===== config.mk =====
export PLATFORM = sky130hd
export DESIGN_NAME = book_mem_arbiter
export DESIGN_NICKNAME = d
export VERILOG_FILES = /design/src/rtl/book_mem_arbiter.sv
export SDC_FILE = /design/constraint.sdc
export NUM_CORES = 1
export LEC_CHECK = 0
export CELL_PAD_IN_SITES_DETAIL_PLACEMENT = 1
export CELL_PAD_IN_SITES_GLOBAL_PLACEMENT = 1
export CORE_AREA = 3 3 182 184
export CTS_CLUSTER_SIZE = 28
export DETAILED_ROUTE_END_ITERATION = 7
export DIE_AREA = 0 0 185 187
export DONT_BUFFER_PORTS = 1
export GPL_ROUTABILITY_DRIVEN = 0
export PLACE_DENSITY = 0.49
export SLEW_MARGIN = 20
export SYNTH_ARGS = -nofsm -noshare
export SYNTH_HDL_FRONTEND = slang
export SYNTH_SLANG_ARGS = --single-unit

===== constraint.sdc =====
create_clock -name clk -period 7.1 [get_ports clk]
set_input_delay 1.065 -clock clk [delete_from_list [all_inputs] [get_ports clk]]
set_output_delay 1.065 -clock clk [all_outputs]
set_load 0.01 [all_outputs]

===== src/rtl/book_mem_arbiter.sv =====
`default_nettype none
// ============================================================================
// Module   : book_mem_arbiter
// Purpose  : Round-robin arbiter that gives order-book requesters exclusive
//            access to a shared book memory, with completion and timeout.
// Revision : 1.0
// ============================================================================
module book_mem_arbiter #(
    parameter int NREQ    = 3,
    parameter int ADDR_W  = 16,
    parameter int DATA_W  = 64,
    parameter int TIMEOUT = 255
) (
    input  logic                   clk,
    input  logic                   rst_n,
    input  logic [NREQ-1:0]        req,
    input  logic [NREQ*ADDR_W-1:0] req_addr,
    input  logic [NREQ*DATA_W-1:0] req_wdata,
    input  logic [NREQ-1:0]        req_is_write,
    output logic [NREQ-1:0]        gnt,
    output logic [NREQ-1:0]        done,
    output logic [NREQ-1:0]        err,
    output logic [DATA_W-1:0]      rdata,
    output logic [ADDR_W-1:0]      mem_addr,
    output logic [DATA_W-1:0]      mem_wdata,
    output logic                   mem_is_write,
    output logic                   mem_start,
    input  logic                   mem_valid,
    input  logic [DATA_W-1:0]      mem_rdata,
    output logic                   busy
);

    localparam int                 c_idx_w    = (NREQ > 1) ? $clog2(NREQ) : 1;
    localparam logic [c_idx_w-1:0] c_last_rst = c_idx_w'(NREQ - 1);
    localparam logic [7:0]         c_timeout  = 8'(TIMEOUT);
    localparam logic [NREQ-1:0]    c_one      = NREQ'(1);

    typedef enum logic [1:0] {
        S_IDLE  = 2'd0,
        S_ISSUE = 2'd1,
        S_WAIT  = 2'd2
    } state_t;

    state_t              r_state, w_state_nx;
    logic [c_idx_w-1:0]  r_win, w_win_nx;
    logic [c_idx_w-1:0]  r_last, w_last_nx;
    logic [c_idx_w-1:0]  w_arb_idx;
    logic                w_arb_found;
    logic [7:0]          r_cnt, w_cnt_nx;
    logic [NREQ-1:0]     r_gnt, w_gnt_nx;
    logic [NREQ-1:0]     r_done, w_done_nx;
    logic [NREQ-1:0]     r_err, w_err_nx;
    logic [DATA_W-1:0]   r_rdata, w_rdata_nx;
    logic [ADDR_W-1:0]   r_addr, w_addr_nx;
    logic [DATA_W-1:0]   r_wdata, w_wdata_nx;
    logic                r_is_write, w_is_write_nx;
    logic                r_start, w_start_nx;
    logic                r_busy, w_busy_nx;

    // Rotating priority search: first requester after the last winner wins.
    always_comb begin : p_arb
        int                 idx;
        logic [c_idx_w-1:0] cand;
        idx         = 0;
        cand        = '0;
        w_arb_found = 1'b0;
        w_arb_idx   = '0;
        for (int k = 1; k <= NREQ; k++) begin
            idx  = (int'(r_last) + k) % NREQ;
            cand = c_idx_w'(idx);
            if (!w_arb_found && req[cand]) begin
                w_arb_found = 1'b1;
                w_arb_idx   = cand;
            end
        end
    end

    always_comb begin : p_next
        w_state_nx    = r_state;
        w_win_nx      = r_win;
        w_last_nx     = r_last;
        w_cnt_nx      = r_cnt;
        w_gnt_nx      = r_gnt;
        w_done_nx     = '0;
        w_err_nx      = '0;
        w_rdata_nx    = r_rdata;
        w_addr_nx     = r_addr;
        w_wdata_nx    = r_wdata;
        w_is_write_nx = r_is_write;
        w_start_nx    = 1'b0;
        case (r_state)
            S_IDLE: begin
                if (w_arb_found) begin
                    w_state_nx    = S_ISSUE;
                    w_win_nx      = w_arb_idx;
                    w_gnt_nx      = c_one << w_arb_idx;
                    w_start_nx    = 1'b1;
                    w_addr_nx     = req_addr[w_arb_idx*ADDR_W +: ADDR_W];
                    w_wdata_nx    = req_wdata[w_arb_idx*DATA_W +: DATA_W];
                    w_is_write_nx = req_is_write[w_arb_idx];
                end
            end
            S_ISSUE: begin
                w_state_nx = S_WAIT;
                w_cnt_nx   = '0;
            end
            S_WAIT: begin
                // A completion arriving on the timeout cycle still counts as done.
                if (mem_valid) begin
                    w_state_nx       = S_IDLE;
                    w_done_nx[r_win] = 1'b1;
                    w_gnt_nx         = '0;
                    w_last_nx        = r_win;
                    if (!r_is_write) begin
                        w_rdata_nx = mem_rdata;
                    end
                end else if (r_cnt == c_timeout) begin
                    w_state_nx      = S_IDLE;
                    w_err_nx[r_win] = 1'b1;
                    w_gnt_nx        = '0;
                    w_last_nx       = r_win;
                end else begin
                    w_cnt_nx = r_cnt + 8'd1;
                end
            end
            default: begin
                w_state_nx = S_IDLE;
                w_gnt_nx   = '0;
            end
        endcase
        w_busy_nx = (w_state_nx != S_IDLE);
    end

    always_ff @(posedge clk or negedge rst_n) begin
        if (!rst_n) begin
            r_state    <= S_IDLE;
            r_win      <= '0;
            r_last     <= c_last_rst;
            r_cnt      <= '0;
            r_gnt      <= '0;
            r_done     <= '0;
            r_err      <= '0;
            r_rdata    <= '0;
            r_addr     <= '0;
            r_wdata    <= '0;
            r_is_write <= 1'b0;
            r_start    <= 1'b0;
            r_busy     <= 1'b0;
        end else begin
            r_state    <= w_state_nx;
            r_win      <= w_win_nx;
            r_last     <= w_last_nx;
            r_cnt      <= w_cnt_nx;
            r_gnt      <= w_gnt_nx;
            r_done     <= w_done_nx;
            r_err      <= w_err_nx;
            r_rdata    <= w_rdata_nx;
            r_addr     <= w_addr_nx;
            r_wdata    <= w_wdata_nx;
            r_is_write <= w_is_write_nx;
            r_start    <= w_start_nx;
            r_busy     <= w_busy_nx;
        end
    end

    assign gnt          = r_gnt;
    assign done         = r_done;
    assign err          = r_err;
    assign rdata        = r_rdata;
    assign mem_addr     = r_addr;
    assign mem_wdata    = r_wdata;
    assign mem_is_write = r_is_write;
    assign mem_start    = r_start;
    assign busy         = r_busy;

endmodule
`default_nettype wire


Yosys cells after proc, flatten, opt, wreduce, memory -nomap -nowiden
Cells that the tools add are included.
Cells by class
  $add $sub $neg: 4
  $mul: 0
  div/mod/pow operators: 3
  $lt $le $gt $ge: 6
  equal/unequal tests: 7
  shifts and indexed selects: 3
  muxes and demuxes: 36
  bitwise operators: 2
  reduce and logical (&&, ||, !) cells: 14
Operator list (number)
  $shiftx 192x9->64: 1
  $mod 32x3->32 const B: 3
  $shiftx 48x7->16: 1
  $mux 3: 8
  $mux 2: 8
  $mux 8: 2
  $pmux 8 s2: 1
  $lt 2x3->1 const B: 5
  $mux 1: 10
  $pmux 3 s3: 1
  $reduce_and 3->1: 3
  $add 8x1->8 const B: 1
  $bmux 1 s2: 4
  $eq 8x8->1 const B: 1
  $add 2x2->3 const B: 2
  $ne 2x2->1 const B: 3
  $pmux 2 s3: 1
  $reduce_bool 2->1: 3
  $reduce_and 2->1: 2
  $add 2x1->3 const B: 1
  $logic_and 1x1->1: 3
  $ne 3x3->1 const B: 1
  $shl 1x2->3 const A: 1
  $demux 1 s2: 1
  other kinds (6): 8
Word-level totals
  bits in registers: 170
  latch bits: 0
  memory bits (writable): 0
  memory bits (read-only): 0
  bits of input ports: 313
  output and inout port bits: 156
  word-level logic and storage cells: 88
  memories kept: 0

Logic depth before layout (Yosys ltp)
Gate-level depths: netlist of the first run.
  depth in word-level cells: 14
  gate-level depth with buffers: 10
  depth with buffers taken out: 7

Worst setup path after synthesis of the first run
Ideal clock, no wire load.
  path kind: input to register
  start point: input req[0]
  end point: register r_win[1]
  library setup time: 0.133 ns
  arrival: 2.561 ns
  required time: 6.967 ns
  path slack: 4.406 ns
  stages: 8
  path buffers: 3
  path through: mux2_4 > mux2_2 > o41a_1 > buf_6 > buf_6 > buf_6 > nor2_1 > a21oi_1
On the way
  word-level cells in the longest chain between the ends: 10
  elaborated cells between the ends (all ways): 17
  those cells by class: mux (12); reduce/logical (5)
RTL lines
  start, declared: line 16  | input logic [NREQ-1:0] req,
  $bmux 1 s2: line 71  | if (!w_arb_found && req[cand]) begin
  $mux 1 (implied by the code): line 71
  $mux 1: line 71
  $logic_not 1->1: line 71
  $logic_and 1x1->1: line 71
  $mux 1: line 71
  $logic_not 1->1: line 71
  $logic_and 1x1->1: line 71
  $mux 1: line 71
  $reduce_and 2->1 (no line)
  end signal, assigned: line 151  | r_win <= w_win_nx;
  end, declared: line 45  | logic [c_idx_w-1:0] r_win, w_win_nx;
Parallel ways exist; a longest one is shown, timed or not. The select of a mux whose other input is x is not followed.
A chain may end at the register's enable or synchronous reset.

Worst setup path after layout of the first run
  start point: register r_last[1]
  end point: register r_wdata[51] (netlist: mem_wdata[51])
On the way
  word-level cells in the longest chain between the ends: 12
  elaborated cells between the ends (all ways): 24
  those cells by class: add/sub (3); div (3); shift (1); mux (12); reduce/logical (5)
RTL lines
  start, declared: line 46  | logic [c_idx_w-1:0] r_last, w_last_nx;
  start signal, assigned: line 138  | r_last <= c_last_rst;
  start signal, assigned: line 152  | r_last <= w_last_nx;
  $add 2x1->3: line 69  | idx = (int'(r_last) + k) % NREQ;
  $mod 32x3->32: line 69
  $bmux 1 s2: line 71
  $mux 1 (implied by the code): line 71
  $mux 1: line 71
  $logic_not 1->1: line 71
  $logic_and 1x1->1: line 71
  $mux 1: line 71
  $logic_not 1->1: line 71
  $logic_and 1x1->1: line 71
  $mux 2 or $mux 1 (tied branches): line 71
  $shiftx 192x9->64 or $reduce_and 2->1 (tied branches)
  end signal, assigned: line 159  | r_wdata <= w_wdata_nx;
  end, declared: line 55  | logic [DATA_W-1:0] r_wdata, w_wdata_nx;
Parallel ways exist; a longest one is shown, timed or not. The select of a mux whose other input is x is not followed.

==> run_results.csv, run 1 <==
group,metric,value,unit
run_status,outcome,"finished, final reports clean",
layout,final_layout_size_suffix_gt1_frac,0.162,
drt,wl,27.0,mm
grt,global_route.overflow_total,0,
clock_network,cts.sinks,170,
sta,grt_setup_unrepaired,"false",
clock_network,cts-root-to-sink-buffers,2,
drt,drt_first_pass_iters,5,
power,pwr-share-comb,0.406,
critical_path,worstPathCellList,"inv_1 > ha_1 > nor4bb_1 > a311oi_1 > o221a_4 > buf_4 > nand3_1 > a31oi_1",
clock_network,number_of_cts_inserted_buffers,17,
clock_network,cts_tree,"done",
drt,remaining_number_of_nets_flagged_by_the_antenna_check_after_routing,0,
sta,hold-worst-slack,0.325,ns
synthesis,synth.yosys.warnings,0,
clock_network,ctsResizeCount,0,
synthesis,post_synthesis_instance_area,7810,sq um
grt,grt_start_max_net_pins,171,
die,die_h,187,um
grt,global_route.usage.total,0.148,
synthesis,synth.yosys.seq_area_share,0.545,
die,initial_core_utilization,0.248,
layout,syn2layout_area_growth,11.4,%
layout,fin_nets,1004,
sta,setup_total_negative_slack,0,ns
sta,final-max-slew-violation-count,0,
critical_path,cpPeakStageDelay,0.62,ns
die,floorplan.core_area,31600,sq um
power,switching_power,2.31,mW
power,vdd.ir_drop.worst,0.382,mV
synthesis,synthCells,722,
place,placed_area,8080,sq um
critical_path,reg2reg_from,"r_last[1]",
place,port_buffers,0,
synthesis,synth-edff-count,0,
sta,timing.final.hold_violations,0,
place,post-place-ws,3.49,ns
clock_network,insertion_delay,0.43,ns
critical_path,timing.critical_path.to_type,"flip-flop",
synthesis,netlist-cell-type-count,44,
grt,first_global_vias,6393,
critical_path,path_buf_inv,2,
clock_network,cts-root-buf,"sky130_fd_sc_hd__clkbuf_16",
drt,post_dr_vias_cell,5.29,
die,placement_rows,65,
drt,post-route-drc-count,0,
power,cellInternalPower,2.84,mW
critical_path,critical-path-top-delay-family,"compound AO/OA/AOI/OAI gates",
critical_path,regToRegEndpoint,"mem_wdata[51]",
clock_network,clock_transition_at_the_registers_of_the_reported_paths,0.07,ns
sta,fmax,297,MHz
sta,setup_viol_count_final,0,
sta,fin_ws,3.73,ns
critical_path,ff2ff_setup_slack,3.73,ns
die,fp.dieArea,34600,sq um
hold_path,hold_path.class,"input pin to asynchronous set/reset pin",
layout,fin_area,8710,sq um
layout,finalNonFillerCells,1103,
place,dp.cells,1069,
sta,timing_worst_slew_pin_value,1.10,ns
flow_run,drv_cap,0,
place,dp_hpwl,20.0,mm
synthesis,synth_ff_type,"sky130_fd_sc_hd__dfrtp_1",
layout,post-route-util,0.276,
clock_network,cts.repair_timing.setup_buffer_count,0,
die,io-pin-count,469,
critical_path,timing.reg2reg.worst_path_depth,8,
synthesis,synth-seq-cells,170,
sta,slew_headroom,0.267,
die,die_width,185,um
power,power,5.15,mW
critical_path,cp_data_required_time,7.45,ns
critical_path,critPathArrivalTime,3.72,ns
power,p_clk_frac,0.193,
power,switching_share,0.449,
synthesis,synth_area_per_cell,10.8,sq um
synthesis,ys_async_sr_fraction,1.00,
critical_path,setup.worst_path.start_class,"flip-flop",
critical_path,critPathSlowestCell,"sky130_fd_sc_hd__o221a_4",
clock_network,holdBufCountCts,0,
power,power.static_leakage,3.41,nW
synthesis,synth.net_count,1040,
sta,fin_worst_skew,0.00879,ns
sta,post-route-min-period,3.37,ns
drt,drt-initial-drc-count,261,
drt,routed_wire_length_per_instance,24.5,um
clock_network,cts-htree-levels,4,
layout,n_fill_cell,3524,
grt,antenna_violations_before_repair,3,
power,power_per_cell_area,591,nW/um^2
grt,grt_first_pass_wirelength,39.1,mm
drt,num_vias,5834,
critical_path,cp_max_fo,48,
sta,layout_worst_path_cycle_share,0.475,
critical_path,timing_worst_setup_path_type,"flip-flop to flip-flop",
power,power.sequential.fraction,0.401,
[sequential cells by signal (all words and copies together), names as in the netlist, 2 cells and up]
name,cells
mem_addr,16
gnt,3
rdata,64
done,3
err,3
r_last,2
r_win,2
r_cnt,8
r_state,2
mem_wdata,64
[Yosys cell counts (2+ instances only)]
library cell                 n  area [sq um]
sky130_fd_sc_hd__buf_1       6          22.5
sky130_fd_sc_hd__clkbuf_1   27           101
sky130_fd_sc_hd__and3_1      2          12.5
sky130_fd_sc_hd__ha_1        5          62.6
sky130_fd_sc_hd__a31oi_1    81           507
sky130_fd_sc_hd__nor2_1     93           349
sky130_fd_sc_hd__nor2b_1     6          37.5
sky130_fd_sc_hd__inv_1       7          26.3
sky130_fd_sc_hd__o41a_1      2          22.5
sky130_fd_sc_hd__or4_1       2          15.0
sky130_fd_sc_hd__mux2_2     67           754
sky130_fd_sc_hd__o21a_1      2          15.0
sky130_fd_sc_hd__nand2_1     9          33.8
sky130_fd_sc_hd__a21oi_1     6          30.0
sky130_fd_sc_hd__nand3_1    86           430
sky130_fd_sc_hd__nand2b_1    6          37.5
sky130_fd_sc_hd__o21ai_0     8          40.0
sky130_fd_sc_hd__a22oi_1    81           608
sky130_fd_sc_hd__a22o_1      2          17.5
sky130_fd_sc_hd__nor3b_1     2          15.0
sky130_fd_sc_hd__dfrtp_1   169          4230
sky130_fd_sc_hd__buf_2      18          90.1
sky130_fd_sc_hd__buf_6      11           124
sky130_fd_sc_hd__o31ai_1     3          22.5
sky130_fd_sc_hd__nor3_1      2          10.0
[power groups by stage]
stage          registers [mW]  logic [mW]  clock network (mW)
3_5_place_dp             2.10        2.13                   0
4_1_cts                  2.09        2.12                1.04
2_1_floorplan            1.90        1.78                   0
3_3_place_gp             2.10        2.02                   0
5_1_grt                  2.14        2.37                1.08
6_report                 2.06        2.09               0.992
[placed cells by master (no fill, tap or decap), types with 2 or more instances in the layout]
cell,instances
sky130_fd_sc_hd__nor2b_1,6
sky130_fd_sc_hd__a22o_1,2
sky130_fd_sc_hd__a21oi_1,6
sky130_fd_sc_hd__mux2_2,67
sky130_fd_sc_hd__bufinv_16,3
sky130_fd_sc_hd__nand3_1,86
sky130_fd_sc_hd__diode_2,2
sky130_fd_sc_hd__and3_1,2
sky130_fd_sc_hd__clkbuf_8,3
sky130_fd_sc_hd__a31oi_1,81
sky130_fd_sc_hd__nor3_1,2
sky130_fd_sc_hd__clkinv_4,3
sky130_fd_sc_hd__buf_4,7
sky130_fd_sc_hd__o21ai_0,8
sky130_fd_sc_hd__nand2b_1,6
sky130_fd_sc_hd__nor2_1,92
sky130_fd_sc_hd__inv_1,7
sky130_fd_sc_hd__nor3b_1,2
sky130_fd_sc_hd__dfrtp_1,169
sky130_fd_sc_hd__a22oi_1,81
sky130_fd_sc_hd__inv_6,2
sky130_fd_sc_hd__clkbuf_16,17
sky130_fd_sc_hd__nand2_1,9
sky130_fd_sc_hd__ha_1,5
sky130_fd_sc_hd__o31ai_1,3
sky130_fd_sc_hd__or4_1,2
[logic make-up (layout without fill, tap and decap cells)]
family,after synthesis,count (layout),synth area share
xor+xnor,1,1,0.00112
buf+inv,69,46,0.0466
simple gates,213,213,0.126
flops,170,170,0.545
fa+ha+maj,5,5,0.00801
mux,69,69,0.0998
compound gates,195,195,0.174
other cells,0,2,0
[worst max-delay path by stage]
stage	cells past startpoint	slack, ns	start	end
3_5_place_dp	6	3.49	req[1]	mem_wdata[51]
6_report	8	3.73	r_last[1]	mem_wdata[51]
2_1_floorplan	8	4.41	req[0]	r_win[1]
5_1_grt	8	3.51	r_last[1]	mem_wdata[11]
3_3_place_gp	6	3.62	req[1]	mem_wdata[51]
4_1_cts	8	3.74	r_last[1]	mem_wdata[51]
[metal layers]
metal	vias to the layer above	share of wire	global-route usage
met5	-	0.00078	0
met4	4	0.018	0.0519
met3	31	0.11	0.0665
met2	333	0.51	0.266
met1	2836	0.36	0.152
li1	2630	-	-
[layout make-up]
class / instances / area (sq um) / share of cell area
sequential: 170 / 4260 / 0.489
multi-input combinational: 483 / 3240 / 0.372
tap: 402 / 503 / 0.0578
clock buffer: 21 / 470 / 0.0540
clock inverter: 11 / 158 / 0.0181
timing repair buffer: 7 / 52.6 / 0.00603
inverter: 7 / 26.3 / 0.00302
antenna: 2 / 5.00 / 0.000575
[worst register-to-register path: cells and delay by family (launching register included)]
family,cells,cell delay (ns)
AOI/OAI and AO/OA,3,1.39
adders and majority gates,1,0.24
buffers and inverters,2,0.65
DFF,1,0.56
and+or+nand+nor,2,0.46
Power figures use the tool's default switching activity.
==> run 2: changes to the inputs <==
- clock period: 7.1 -> 3.3 ns (I/O delays scaled with it)
==> run_results.csv, run 2 (synthesized netlist as in run 1, its figures left out) <==
group,metric,value,unit
run_status,outcome,"finished with violations",
run_status,failed_checks,"negative hold slack",
power,vdd.ir_drop.worst,0.854,mV
clock_network,cts-htree-levels,4,
power,power.static_leakage,3.43,nW
drt,post_dr_vias_cell,5.29,
sta,timing.final.hold_violations,169,
sta,grt_setup_unrepaired,"false",
clock_network,cts.repair_timing.setup_buffer_count,0,
critical_path,timing.reg2reg.worst_path_depth,8,
grt,global_route.usage.total,0.151,
sta,fin_worst_skew,0.00946,ns
critical_path,ff2ff_setup_slack,0.21,ns
die,fp.dieArea,34600,sq um
grt,first_global_vias,6451,
critical_path,regToRegEndpoint,"mem_wdata[0]",
flow_run,drv_cap,0,
drt,drt-initial-drc-count,178,
clock_network,cts.sinks,170,
sta,slew_headroom,0.299,
die,floorplan.core_area,31600,sq um
clock_network,cts_tree,"done",
critical_path,timing.critical_path.to_type,"flip-flop",
drt,remaining_number_of_nets_flagged_by_the_antenna_check_after_routing,0,
clock_network,cts-root-buf,"sky130_fd_sc_hd__clkbuf_16",
critical_path,cpPeakStageDelay,0.61,ns
sta,setup_viol_count_final,0,
die,die_h,187,um
clock_network,insertion_delay,0.43,ns
die,die_width,185,um
place,port_buffers,0,
grt,grt_first_pass_wirelength,40.0,mm
layout,fin_nets,1009,
grt,antenna_violations_before_repair,2,
drt,routed_wire_length_per_instance,24.5,um
sta,post-route-min-period,3.09,ns
critical_path,setup.worst_path.start_class,"flip-flop",
sta,final-max-slew-violation-count,0,
critical_path,critPathArrivalTime,3.36,ns
die,placement_rows,65,
critical_path,worstPathCellList,"inv_1 > ha_1 > mux2_4 > mux2_2 > o41a_2 > buf_12 > nor2_1 > a31oi_1",
layout,syn2layout_area_growth,12.2,%
critical_path,cp_max_fo,165,
hold_path,hold_path.class,"input pin to asynchronous set/reset pin",
critical_path,reg2reg_from,"r_last[1]",
sta,hold-worst-slack,-0.249,ns
clock_network,number_of_cts_inserted_buffers,17,
drt,drt_first_pass_iters,4,
clock_network,cts-root-to-sink-buffers,2,
drt,wl,27.1,mm
sta,timing_worst_slew_pin_value,1.05,ns
clock_network,clock_transition_at_the_registers_of_the_reported_paths,0.07,ns
layout,most-common-layout-cells,"sky130_fd_sc_hd__dfrtp_1, sky130_fd_sc_hd__nor2_1, sky130_fd_sc_hd__nand3_1",
power,power_per_cell_area,1280,nW/um^2
place,dp_hpwl,19.9,mm
layout,most_common_cell_after_layout_fill_and_taps_aside,"sky130_fd_sc_hd__dfrtp_1",
drt,num_vias,5857,
critical_path,worstSetupStartpoint,"r_last[1]",
die,io-pin-count,469,
critical_path,critPathSlowestCell,"sky130_fd_sc_hd__o41a_2",
grt,global_route.overflow_total,0,
drt,post-route-drc-count,0,
die,initial_core_utilization,0.248,
sta,setup_total_negative_slack,0,ns
sta,layout_worst_path_cycle_share,0.936,
critical_path,cp_data_required_time,3.57,ns
grt,grt_start_max_net_pins,171,
critical_path,worstSetupEndpoint,"mem_wdata[0]",
layout,final_layout_size_suffix_gt1_frac,0.168,
critical_path,timing_worst_setup_path_type,"flip-flop to flip-flop",
sta,fmax,324,MHz
## run 2: worst min path at each step
stage,startpoint,end,slack [ns]
2_1_floorplan,rst_n,busy,0.20
3_3_place_gp,rst_n,mem_wdata[51],0.20
3_5_place_dp,rst_n,mem_wdata[51],0.20
4_1_cts,rst_n,mem_wdata[51],-0.29
5_1_grt,rst_n,mem_wdata[51],-0.29
6_report,rst_n,mem_wdata[51],-0.25
## run 2: per-layer routing
metal	vias to the layer above	wire, um	part of all wire	GRT usage
li1	2638	-	-	-
met1	2862	9940	0.37	0.160
met2	322	13700	0.50	0.269
met3	33	2830	0.10	0.0601
met4	2	630	0.023	0.0551
met5	-	13	0.00048	0
## run 2: final cells by class
cell class | instances | area, sq um
inverter | 7 | 26.3
antenna | 1 | 2.50
multi-input combinational | 483 | 3240
sequential | 170 | 4260
timing repair buffer | 12 | 160
fill | 3554 | 22800
tap | 402 | 503
clock buffer | 21 | 470
clock inverter | 11 | 111
## run 2: critical path, delay by kind of cell (launching register included)
| family | cells | cell delay, ns |
|---|---|---|
| buffers and inverters | 2 | 0.31 |
| muxes | 2 | 0.65 |
| and+or+nand+nor | 1 | 0.25 |
| AOI/OAI and AO/OA | 2 | 0.67 |
| adders and majority gates | 1 | 0.26 |
| DFF | 1 | 0.56 |
## run 2: timing repair
item | 4_1_cts | 5_1_grt
endpoints found under the hold margin | 170 | 170
endpoints found under the setup margin | 0 | 0
gates resized for setup | 0 | 0
## run 2: through the flow
stage                util  cells  power, mW  setup WS [ns]  instance area [sq um]
finish              0.278   1107       11.2          0.212                   8770
detailed placement  0.258   1073       9.34          0.240                   8160
CTS                 0.277   1105       11.4          0.208                   8740
floorplan               -    722       7.90          0.810                   7810
global route        0.278   1107       12.2          0.126                   8770
global placement    0.258   1073       9.06          0.378                   8160
## run 2: power breakdown
group          switching, mW  internal, mW
clock network          0.873          1.11
registers               1.32          3.13
logic                   2.86          1.90
==> run 3: changes to the inputs <==
- CORE_AREA: 3 3 182 184 -> 2 2 181 183
- DIE_AREA: 0 0 185 187 -> 0 0 183 185
- SKIP_CTS_REPAIR_TIMING: default -> 1
==> run_results.csv, run 3 (synthesized netlist as in run 1, its figures left out) <==
group,metric,value,unit
layout,fin_nets,1008,
critical_path,cp_max_fo,124,
die,die_h,185,um
place,port_buffers,0,
drt,post-route-drc-count,0,
drt,routed_wire_length_per_instance,24.0,um
critical_path,worstSetupStartpoint,"r_last[1]",
drt,drt-initial-drc-count,271,
layout,final_layout_size_suffix_gt1_frac,0.167,
grt,global_route.usage.total,0.152,
clock_network,clock_transition_at_the_registers_of_the_reported_paths,0.07,ns
clock_network,insertion_delay,0.44,ns
critical_path,timing_worst_setup_path_type,"flip-flop to flip-flop",
grt,antenna_violations_before_repair,2,
layout,most_common_cell_after_layout_fill_and_taps_aside,"sky130_fd_sc_hd__dfrtp_1",
critical_path,critPathArrivalTime,3.12,ns
clock_network,cts-root-buf,"sky130_fd_sc_hd__clkbuf_16",
grt,global_route.overflow_total,0,
die,placement_rows,66,
flow_run,drv_cap,0,
place,dp_hpwl,19.1,mm
hold_path,hold_path.class,"input pin to asynchronous set/reset pin",
sta,hold-worst-slack,-0.255,ns
clock_network,cts_tree,"done",
clock_network,cts-htree-levels,4,
run_status,outcome,"finished with violations",
critical_path,timing.critical_path.to_type,"flip-flop",
grt,grt_first_pass_wirelength,38.4,mm
drt,post_dr_vias_cell,5.31,
power,power_per_cell_area,1270,nW/um^2
critical_path,cpPeakStageDelay,0.55,ns
die,initial_core_utilization,0.244,
power,power.static_leakage,3.43,nW
die,fp.dieArea,33900,sq um
layout,syn2layout_area_growth,12.5,%
drt,wl,26.7,mm
clock_network,cts.sinks,170,
drt,drt_first_pass_iters,4,
place,dp.cells,1079,
layout,most-common-layout-cells,"sky130_fd_sc_hd__dfrtp_1, sky130_fd_sc_hd__nor2_1, sky130_fd_sc_hd__nand3_1",
sta,setup_total_negative_slack,0,ns
clock_network,cts-root-to-sink-buffers,2,
die,io-pin-count,469,
critical_path,cp_data_required_time,3.58,ns
die,die_width,183,um
critical_path,setup.worst_path.start_class,"flip-flop",
sta,slew_headroom,0.585,
sta,layout_worst_path_cycle_share,0.861,
run_status,failed_checks,"negative hold slack",
die,floorplan.core_area,32000,sq um
sta,grt_setup_unrepaired,"false",
sta,timing_worst_slew_pin_value,0.618,ns
sta,fmax,352,MHz
power,power,11.2,mW
critical_path,reg2reg_from,"r_last[1]",
drt,remaining_number_of_nets_flagged_by_the_antenna_check_after_routing,0,
drt,num_vias,5898,
layout,finalNonFillerCells,1111,
critical_path,worstPathCellList,"inv_1 > ha_1 > mux2_4 > mux2_2 > o41a_2 > buf_12 > nor2_1 > a31oi_1",
sta,timing.final.hold_violations,169,
sta,setup_viol_count_final,0,
grt,first_global_vias,6187,
sta,post-route-min-period,2.84,ns
grt,grt_start_max_net_pins,171,
sta,fin_worst_skew,0.0119,ns
power,vdd.ir_drop.worst,0.735,mV
sta,final-max-slew-violation-count,0,
critical_path,critPathSlowestCell,"sky130_fd_sc_hd__dfstp_2",
clock_network,number_of_cts_inserted_buffers,17,
==> run 3: changes by cell type in the layout (fill, tap and decap cells not counted), moves of 2 or more <==
cell,before,now
sky130_fd_sc_hd__bufinv_16,1,3
sky130_fd_sc_hd__clkinv_4,3,0
sky130_fd_sc_hd__inv_6,1,4
sky130_fd_sc_hd__buf_4,7,5
sky130_fd_sc_hd__clkbuf_8,3,0
sky130_fd_sc_hd__buf_12,4,6
==> run 3: worst paths after layout <==
path	to	cells after the start	slack (ns)
min in group clk	rdata[22]	1	0.21
max	mem_wdata[18]	8	0.46
max in group asynchronous	r_last[1]	0	3.27
max reg2reg	mem_wdata[18]	8	0.46
min	mem_wdata[51]	0	-0.26
min reg2reg	r_cnt[7]	1	0.52
==> run 3: worst max-delay path, delay by kind of cell, from the launching register on <==
family,cells,cell delay [ns]
AND/OR/NAND/NOR,1,0.20
adder cells (fa/ha/maj),1,0.25
multiplexers,2,0.65
AO/OA/AOI/OAI,2,0.61
buffers and inverters,2,0.27
flip-flops,1,0.55
==> run 3: area by class of cell <==
cell class / count / area, sq um
Antenna cell: 1 / 2.50
Clock buffer: 17 / 425
Clock inverter: 14 / 183
Fill cell: 3589 / 23200
Inverter: 7 / 26.3
Multi-Input combinational cell: 483 / 3230
Sequential cell: 170 / 4260
Tap cell: 408 / 510
Timing Repair Buffer: 11 / 158
==> run 3: routing by layer <==
metal / vias to the layer above / track usage / part of all wire
met5: - / 0 / 0.00067
met1: 2908 / 0.163 / 0.37
met4: 2 / 0.0627 / 0.025
met2: 326 / 0.258 / 0.49
li1: 2629 / - / -
met3: 33 / 0.0700 / 0.11
==> run 3: report_power, final <==
group | total (mW) | leakage [nW] | switching [mW] | internal [mW]
sequential | 4.42 | 2.01 | 1.29 | 3.12
clock | 2.13 | 0.287 | 0.928 | 1.21
combinational | 4.66 | 1.14 | 2.80 | 1.86
==> run 3: through the flow <==
step                worst slack (ns)  area (sq um)   util
finish                         0.459          8790  0.274
global route                   0.372          8790  0.274
CTS                            0.499          8790  0.274
detailed placement             0.528          8180  0.255
global placement               0.571          8180  0.255
floorplan                      0.810          7810      -
